--- config.mk ---
export PLATFORM = sky130hd
export DESIGN_NAME = ll_nxt_ptr_server
export DESIGN_NICKNAME = d
export VERILOG_FILES = /design/src/rtl/ll_pkg.sv /design/src/rtl/ll_free_ptr_fifo.sv /design/src/rtl/ll_nxt_ptr_server.sv
export SDC_FILE = /design/constraint.sdc
export NUM_CORES = 1
export LEC_CHECK = 0
export CELL_PAD_IN_SITES_DETAIL_PLACEMENT = 0
export CELL_PAD_IN_SITES_GLOBAL_PLACEMENT = 1
export CORE_MARGIN = 3
export CORE_UTILIZATION = 46
export DETAILED_ROUTE_END_ITERATION = 10
export GPL_TIMING_DRIVEN = 0
export MAX_ROUTING_LAYER = met4
export PLACE_DENSITY = 0.74
export SETUP_SLACK_MARGIN = 0.15
export SYNTH_ARGS = -nofsm -noshare
export SYNTH_HDL_FRONTEND = slang
export SYNTH_SLANG_ARGS = --single-unit
--- constraint.sdc ---
create_clock -name clk -period 3.8 [get_ports clk]
set_input_delay 0.76 -clock clk [delete_from_list [all_inputs] [get_ports clk]]
set_output_delay 0.76 -clock clk [all_outputs]
set_load 0.01 [all_outputs]
--- src/rtl/ll_pkg.sv ---
// Shared types and constants for the linked-list pointer server.
package ll_pkg;
  localparam int PTR_WD    = 4;
  localparam int NUM_NODES = (1 << PTR_WD) - 1;

  typedef logic [PTR_WD-1:0] t_ptr;

  // All-ones pointer marks end-of-list / empty head and tail.
  localparam t_ptr NULL_PTR = '1;

  typedef enum logic [1:0] {
    INIT,
    IDLE,
    LINK,
    TERM
  } t_ptr_srv_st;
endpackage

--- src/rtl/ll_free_ptr_fifo.sv ---
// Free-pointer pool: circular FIFO of node pointers with a
// first-word-fall-through head. Indices wrap modulo the depth.
module ll_free_ptr_fifo
  import ll_pkg::*;
(
  input  logic              clk,
  input  logic              reset_n,
  input  logic              push,
  input  t_ptr              push_ptr,
  input  logic              pop,
  output t_ptr              head_ptr,
  output logic [PTR_WD:0]   count,
  output logic              empty,
  output logic              full
);
  localparam int              DEPTH     = 1 << PTR_WD;
  localparam logic [PTR_WD:0] DEPTH_CNT = (PTR_WD+1)'(DEPTH);

  t_ptr            mem_q [DEPTH];
  t_ptr            wr_idx_q, wr_idx_d;
  t_ptr            rd_idx_q, rd_idx_d;
  logic [PTR_WD:0] cnt_q, cnt_d;
  logic            push_ok, pop_ok;

  assign empty    = (cnt_q == '0);
  assign full     = (cnt_q == DEPTH_CNT);
  assign count    = cnt_q;
  assign head_ptr = mem_q[rd_idx_q];
  assign push_ok  = push & ~full;
  assign pop_ok   = pop & ~empty;

  // Next index and occupancy; a simultaneous push and pop leaves the count unchanged.
  always_comb begin
    wr_idx_d = wr_idx_q;
    rd_idx_d = rd_idx_q;
    cnt_d    = cnt_q;
    if (push_ok) wr_idx_d = wr_idx_q + PTR_WD'(1);
    if (pop_ok)  rd_idx_d = rd_idx_q + PTR_WD'(1);
    if (push_ok && !pop_ok)      cnt_d = cnt_q + (PTR_WD+1)'(1);
    else if (pop_ok && !push_ok) cnt_d = cnt_q - (PTR_WD+1)'(1);
  end

  // Index and count registers.
  always_ff @(posedge clk) begin
    if (!reset_n) begin
      wr_idx_q <= '0;
      rd_idx_q <= '0;
      cnt_q    <= '0;
    end else begin
      wr_idx_q <= wr_idx_d;
      rd_idx_q <= rd_idx_d;
      cnt_q    <= cnt_d;
    end
  end

  // Storage; contents are meaningless until written, so no reset.
  always_ff @(posedge clk) begin
    if (push_ok) mem_q[wr_idx_q] <= push_ptr;
  end
endmodule

--- src/rtl/ll_nxt_ptr_server.sv ---
// Linked-list pointer server: hands out free node pointers, links them at
// the tail, pops the head back into the free pool, and offers a registered
// traversal read of the next-pointer memory.
module ll_nxt_ptr_server
  import ll_pkg::*;
(
  input  logic              clk,
  input  logic              reset_n,
  input  logic              upd_nxt_ptr,
  input  logic [PTR_WD-1:0] cur_nxt_ptr,
  output logic [PTR_WD-1:0] nxt_ptr_from_servr,
  output logic              ptr_avail,
  output logic              nxt_ptr_wr_done,
  input  logic              pop_head_req,
  output logic              pop_rdy,
  output logic [PTR_WD-1:0] head_ptr,
  output logic [PTR_WD-1:0] tail_ptr,
  output logic              list_empty,
  output logic [PTR_WD:0]   free_cnt,
  input  logic [PTR_WD-1:0] rd_addr,
  output logic [PTR_WD-1:0] rd_nxt_ptr,
  output logic              init_done,
  output logic              alloc_err,
  output logic              pop_err
);
  t_ptr_srv_st st_q, st_d;
  t_ptr        init_cnt_q, init_cnt_d;
  t_ptr        head_q, head_d;
  t_ptr        tail_q, tail_d;
  t_ptr        alloc_ptr_q, alloc_ptr_d;
  t_ptr        rd_nxt_ptr_q, rd_nxt_ptr_d;
  logic        list_empty_q, list_empty_d;
  logic        init_done_q, init_done_d;
  logic        wr_done_q, wr_done_d;
  logic        alloc_err_q, alloc_err_d;
  logic        pop_err_q, pop_err_d;
  logic        pop_rdy_c;

  t_ptr        nxt_mem_q [1 << PTR_WD];
  logic        mem_we;
  t_ptr        mem_waddr, mem_wdata;

  logic            fifo_push, fifo_pop;
  t_ptr            fifo_push_ptr, fifo_head;
  logic [PTR_WD:0] fifo_cnt;
  logic            fifo_empty, fifo_full;
  logic            ptr_avail_c;

  ll_free_ptr_fifo u_free_fifo (
    .clk      (clk),
    .reset_n  (reset_n),
    .push     (fifo_push),
    .push_ptr (fifo_push_ptr),
    .pop      (fifo_pop),
    .head_ptr (fifo_head),
    .count    (fifo_cnt),
    .empty    (fifo_empty),
    .full     (fifo_full)
  );

  assign ptr_avail_c        = init_done_q & ~fifo_empty;
  assign ptr_avail          = ptr_avail_c;
  assign nxt_ptr_from_servr = ptr_avail_c ? fifo_head : '0;
  assign nxt_ptr_wr_done    = wr_done_q;
  assign pop_rdy            = pop_rdy_c;
  assign head_ptr           = head_q;
  assign tail_ptr           = tail_q;
  assign list_empty         = list_empty_q;
  assign free_cnt           = fifo_cnt;
  assign rd_nxt_ptr         = rd_nxt_ptr_q;
  assign init_done          = init_done_q;
  assign alloc_err          = alloc_err_q;
  assign pop_err            = pop_err_q;

  // Next-state, free-pool control and next-pointer memory write selection.
  always_comb begin
    st_d          = st_q;
    init_cnt_d    = init_cnt_q;
    head_d        = head_q;
    tail_d        = tail_q;
    alloc_ptr_d   = alloc_ptr_q;
    list_empty_d  = list_empty_q;
    init_done_d   = init_done_q;
    wr_done_d     = wr_done_q;
    alloc_err_d   = 1'b0;
    pop_err_d     = 1'b0;
    pop_rdy_c     = 1'b0;
    fifo_push     = 1'b0;
    fifo_push_ptr = init_cnt_q;
    fifo_pop      = 1'b0;
    mem_we        = 1'b0;
    mem_waddr     = tail_q;
    mem_wdata     = alloc_ptr_q;
    rd_nxt_ptr_d  = nxt_mem_q[rd_addr];

    case (st_q)
      INIT: begin
        // Seed the pool with every non-NULL pointer, one per cycle.
        fifo_push     = ~fifo_full;
        fifo_push_ptr = init_cnt_q;
        init_cnt_d    = init_cnt_q + PTR_WD'(1);
        alloc_err_d   = upd_nxt_ptr;
        pop_err_d     = pop_head_req;
        if (init_cnt_q == t_ptr'(NUM_NODES - 1)) begin
          init_done_d = 1'b1;
          st_d        = IDLE;
        end
      end
      IDLE: begin
        // Allocation outranks pop; a blocked pop is simply held by its requester.
        if (upd_nxt_ptr) begin
          if (ptr_avail_c && (cur_nxt_ptr == fifo_head)) begin
            fifo_pop    = 1'b1;
            alloc_ptr_d = cur_nxt_ptr;
            wr_done_d   = 1'b0;
            st_d        = LINK;
          end else begin
            alloc_err_d = 1'b1;
          end
        end else if (pop_head_req) begin
          if (!list_empty_q) begin
            pop_rdy_c     = 1'b1;
            fifo_push     = 1'b1;
            fifo_push_ptr = head_q;
            if (head_q == tail_q) begin
              head_d       = NULL_PTR;
              tail_d       = NULL_PTR;
              list_empty_d = 1'b1;
            end else begin
              head_d = nxt_mem_q[head_q];
            end
          end else begin
            pop_err_d = 1'b1;
          end
        end
      end
      LINK: begin
        // Chain the old tail to the new node.
        mem_we      = ~list_empty_q;
        mem_waddr   = tail_q;
        mem_wdata   = alloc_ptr_q;
        alloc_err_d = upd_nxt_ptr;
        st_d        = TERM;
      end
      TERM: begin
        // Terminate the new node and make it the tail.
        mem_we       = 1'b1;
        mem_waddr    = alloc_ptr_q;
        mem_wdata    = NULL_PTR;
        tail_d       = alloc_ptr_q;
        if (list_empty_q) head_d = alloc_ptr_q;
        list_empty_d = 1'b0;
        wr_done_d    = 1'b1;
        alloc_err_d  = upd_nxt_ptr;
        st_d         = IDLE;
      end
      default: st_d = INIT;
    endcase
  end

  // Control and status registers.
  always_ff @(posedge clk) begin
    if (!reset_n) begin
      st_q         <= INIT;
      init_cnt_q   <= '0;
      head_q       <= NULL_PTR;
      tail_q       <= NULL_PTR;
      list_empty_q <= 1'b1;
      init_done_q  <= 1'b0;
      wr_done_q    <= 1'b0;
      alloc_err_q  <= 1'b0;
      pop_err_q    <= 1'b0;
      rd_nxt_ptr_q <= NULL_PTR;
    end else begin
      st_q         <= st_d;
      init_cnt_q   <= init_cnt_d;
      head_q       <= head_d;
      tail_q       <= tail_d;
      list_empty_q <= list_empty_d;
      init_done_q  <= init_done_d;
      wr_done_q    <= wr_done_d;
      alloc_err_q  <= alloc_err_d;
      pop_err_q    <= pop_err_d;
      rd_nxt_ptr_q <= rd_nxt_ptr_d;
    end
  end

  // Pointer captured at allocation; only consumed in LINK/TERM, so unreset.
  always_ff @(posedge clk) begin
    alloc_ptr_q <= alloc_ptr_d;
  end

  // Next-pointer memory write port.
  always_ff @(posedge clk) begin
    if (mem_we) nxt_mem_q[mem_waddr] <= mem_wdata;
  end
endmodule

==> out/qor.yml <==
initial_core_util_pct: 47.33
grtUsageMet1_pct: 26.65
p_seq_share_pct: 51.5
clock_skew_ns: 0.007973
path_clk_slew_ns: 0.07
overflow: 0
slew-limit-headroom_pct: 13.70
die_area_mm2: 0.01879
clock_latency_ns: 0.43
core-area_mm2: 0.01670
ys_seq_area_share_pct: 61.29
final_antenna_net_count: 0
p_int_mw: 3.215
n_antenna_cell: 0
drc_errors: 0
worstHoldPathType: "reg -> reg"
fmax_mhz: 279.0
holdBufCountCts: 0
cp-end-kind: "register"
syn-num-nets: 555
hold_violations: 0
drv_cap: 0
ir_drop_mv: 0.3250
grt_pass1_wl_mm: 26.83
port_buffers: 37
async_reset_ff_share_pct: 0
wl_mm: 17.03
setup_tns_ns: 0
syn-instance-count: 525
worst_pin_slew_ns: 1.286
cpPeakStageDelay_ns: 0.55
slew_violations: 0
cts_tree: "built"
grt_util_met3_pct: 6.213
root_buffer: "clkbuf_16"
rsz0062_at_grt: "yes"
cts_buffer_depth: 2
p_clk_share_pct: 43.9
layout.nets: 615
ys_types: 57
drive_gt1_share_pct: 19.23
fin_crit_sh_pct: 94.33
grt.total_usage_pct: 20.05
powerDensity_mw_per_mm2: 440.4
met2_usage_pct: 30.25
setup.worst_path.class: "reg -> reg"
dpl.hpwl_mm: 12.30
viasPerCell: 5.559
io_pins: 40
netlist_area_mm2: 0.007905
setup_violations: 0
clock_sinks: 176
post-place-ws_ns: -0.6786
power_frac_comb_pct: 4.7
worst-path-max-fanout: 5
htree_levels: 4
synth_top_area_share_pct: 50.14
crit_path_cell_trace: "buf_6, mux4_2, mux4_2, xor2_2, nor2_4, o311ai_4, nor4_4, inv_2, ha_4, inv_2, ha_4, a21o_1, a21oi_2, xnor2_1, or3_1, a21boi_1"
wl_per_cell_um: 20.81
first_iter_violations: 252
die_w_um: 137.1
critPathArrivalTime_ns: 3.94
fp.dieH_um: 137.1
ys_ff_latch: 176
p_leak_nw: 3.213
outcome: "completed"
worst_setup_path_start_kind: "register"
synth_warnings: 0
vias: 4547
ys.flop_type: "edfxtp_1"
synth_area_per_cell_um2: 15.06
drt-pass1-iter-count: 4
num_rows: 47
place.gp.congestion: 0.8237
p_sw_uw: 867.5
required_ns: 4.16
yosysTopAreaCell: "edfxtp_1"
sw_frac_of_total_pct: 21.25
synth_edf_count: 132
cts_inserted_buffers: 17
grt_max_degree: 17
synthToLayoutAreaGrowth_pct: 17.27
grt_pass1_vias: 4660
setup_ws_ns: 0.2155
synth.area.top_cells: "edfxtp_1 (50%), mux4_2 (13%), dfxtp_1 (11%)"
layout_min_cycle_time_ns: 3.585
grt.busiest_layer: "met2"
antenna_found_initial: 0
crit_path_top_delay_cell: "mux4_2"
## worst max-delay path: cells and delay by family, from the launching register on
| family | cells | cell delay, ns |
|---|---|---|
| and+or+nand+nor | 3 | 0.60 |
| muxes | 2 | 1.04 |
| DFF | 1 | 0.33 |
| xor gates and xnor gates | 2 | 0.26 |
| AOI/OAI and AO/OA | 4 | 0.60 |
| buffers and inverters | 3 | 0.30 |
| adders and majority gates | 2 | 0.39 |
## final timing paths
check / cells past startpoint / from / slack [ns] / endpoint
setup reg to reg: 16 / register / 0.22 / u_free_fifo.count[4]
setup / recovery: 16 / register / 0.22 / u_free_fifo.count[4]
hold reg to reg: 2 / u_free_fifo.rd_idx_q[3] / 0.50 / u_free_fifo.rd_idx_q[3]
hold / removal: 2 / u_free_fifo.rd_idx_q[3] / 0.50 / u_free_fifo.rd_idx_q[3]
## per-stage QoR
stage          hold slack [ns]  power [mW]  utilization (%)  cells  instance area (um^2)
6_report                0.4961       4.082            55.51    818                  9270
3_5_place_dp            0.4747       2.328            51.34    782                  8574
2_1_floorplan           0.4451       2.255                -    525                  7929
4_1_cts                 0.4985       4.103            55.35    817                  9244
3_3_place_gp            0.4682       2.323            51.34    782                  8574
5_1_grt                 0.5225       4.208            55.51    818                  9270
## timing repair
item                                    in CTS  in global routing
endpoints found under the setup margin      24                  2
gates resized for setup                     10                  4
hold endpoints to repair                     0                  0
cloned                                       0                  0
pin swaps                                    2                  3
setup buffers                                3                  1
## cells by family after synthesis
| family | Yosys count | share of synthesized area, % |
|---|---|---|
| flops | 176 | 61.29 |
| simple gates | 131 | 8.594 |
| mux | 84 | 18.01 |
| compound gates | 54 | 4.923 |
| buf+inv | 44 | 2.247 |
| xor+xnor | 18 | 1.994 |
| fa+ha+maj | 18 | 2.944 |
## placed cells by master (no fill, tap or decap), types with 15 or more instances in the layout
cell type        count
edfxtp_1           132
ha_1                15
and2_1              22
dfxtp_1             44
nand2_1             35
inv_1               17
clkbuf_1            15
clkdlybuf4s50_1     37
clkbuf_16           17
nor2_1              28
mux2i_1             23
mux4_2              45
## power by group through the flow
stage / logic, mW / registers (mW) / clock network, mW
finish: 0.190 / 2.10 / 1.79
global route: 0.208 / 2.10 / 1.90
CTS: 0.191 / 2.10 / 1.81
detailed placement: 0.185 / 2.14 / 0
global placement: 0.182 / 2.14 / 0
floorplan: 0.113 / 2.14 / 0
## area by class of cell
type                       count  area (um^2)
inverter                      21        80.08
fill                        1386         7431
clock inverter                15        181.4
timing repair buffer          41        400.4
buffer                        23        118.9
clock buffer                  17        425.4
tap                          220        275.3
sequential                   176         4845
multi-input combinational    305         2944
## sequential cells by signal, indices dropped and copies added (netlist names), named ones only
| name | flops |
|---|---|
| init_cnt_q | 4 |
| init_done | 1 |
| alloc_ptr_q | 4 |
| list_empty | 1 |
| tail_ptr | 4 |
| u_free_fifo.count | 5 |
| alloc_err | 1 |
| u_free_fifo.mem_q | 64 |
| nxt_mem_q | 64 |
| u_free_fifo.rd_idx_q | 4 |
| head_ptr | 4 |
| u_free_fifo.wr_idx_q | 4 |
| nxt_ptr_wr_done | 1 |
| rd_nxt_ptr | 4 |
| st_q | 2 |
| pop_err | 1 |
## synthesized netlist by cell type, types with 6 or more instances
cell / count
o21ai_0: 6
mux2_1: 6
mux4_2: 45
dfxtp_1: 44
nor2_1: 28
clkbuf_1: 17
a21oi_1: 8
mux2_2: 10
ha_1: 17
nor3_1: 6
edfxtp_1: 132
and2_1: 22
xnor2_1: 8
xor2_1: 10
o21ai_1: 6
mux2i_1: 23
inv_1: 18
nand2_1: 35
nand2b_1: 12
nor2b_1: 6
## layer usage
| layer | routed length, um | vias up |
|---|---|---|
| li1 | - | 2120 |
| met4 | 278 | 0 |
| met5 | 0 | - |
| met3 | 1029 | 22 |
| met1 | 7528 | 2279 |
| met2 | 8189 | 126 |
Note: power is estimated with default switching activity, not from simulation.
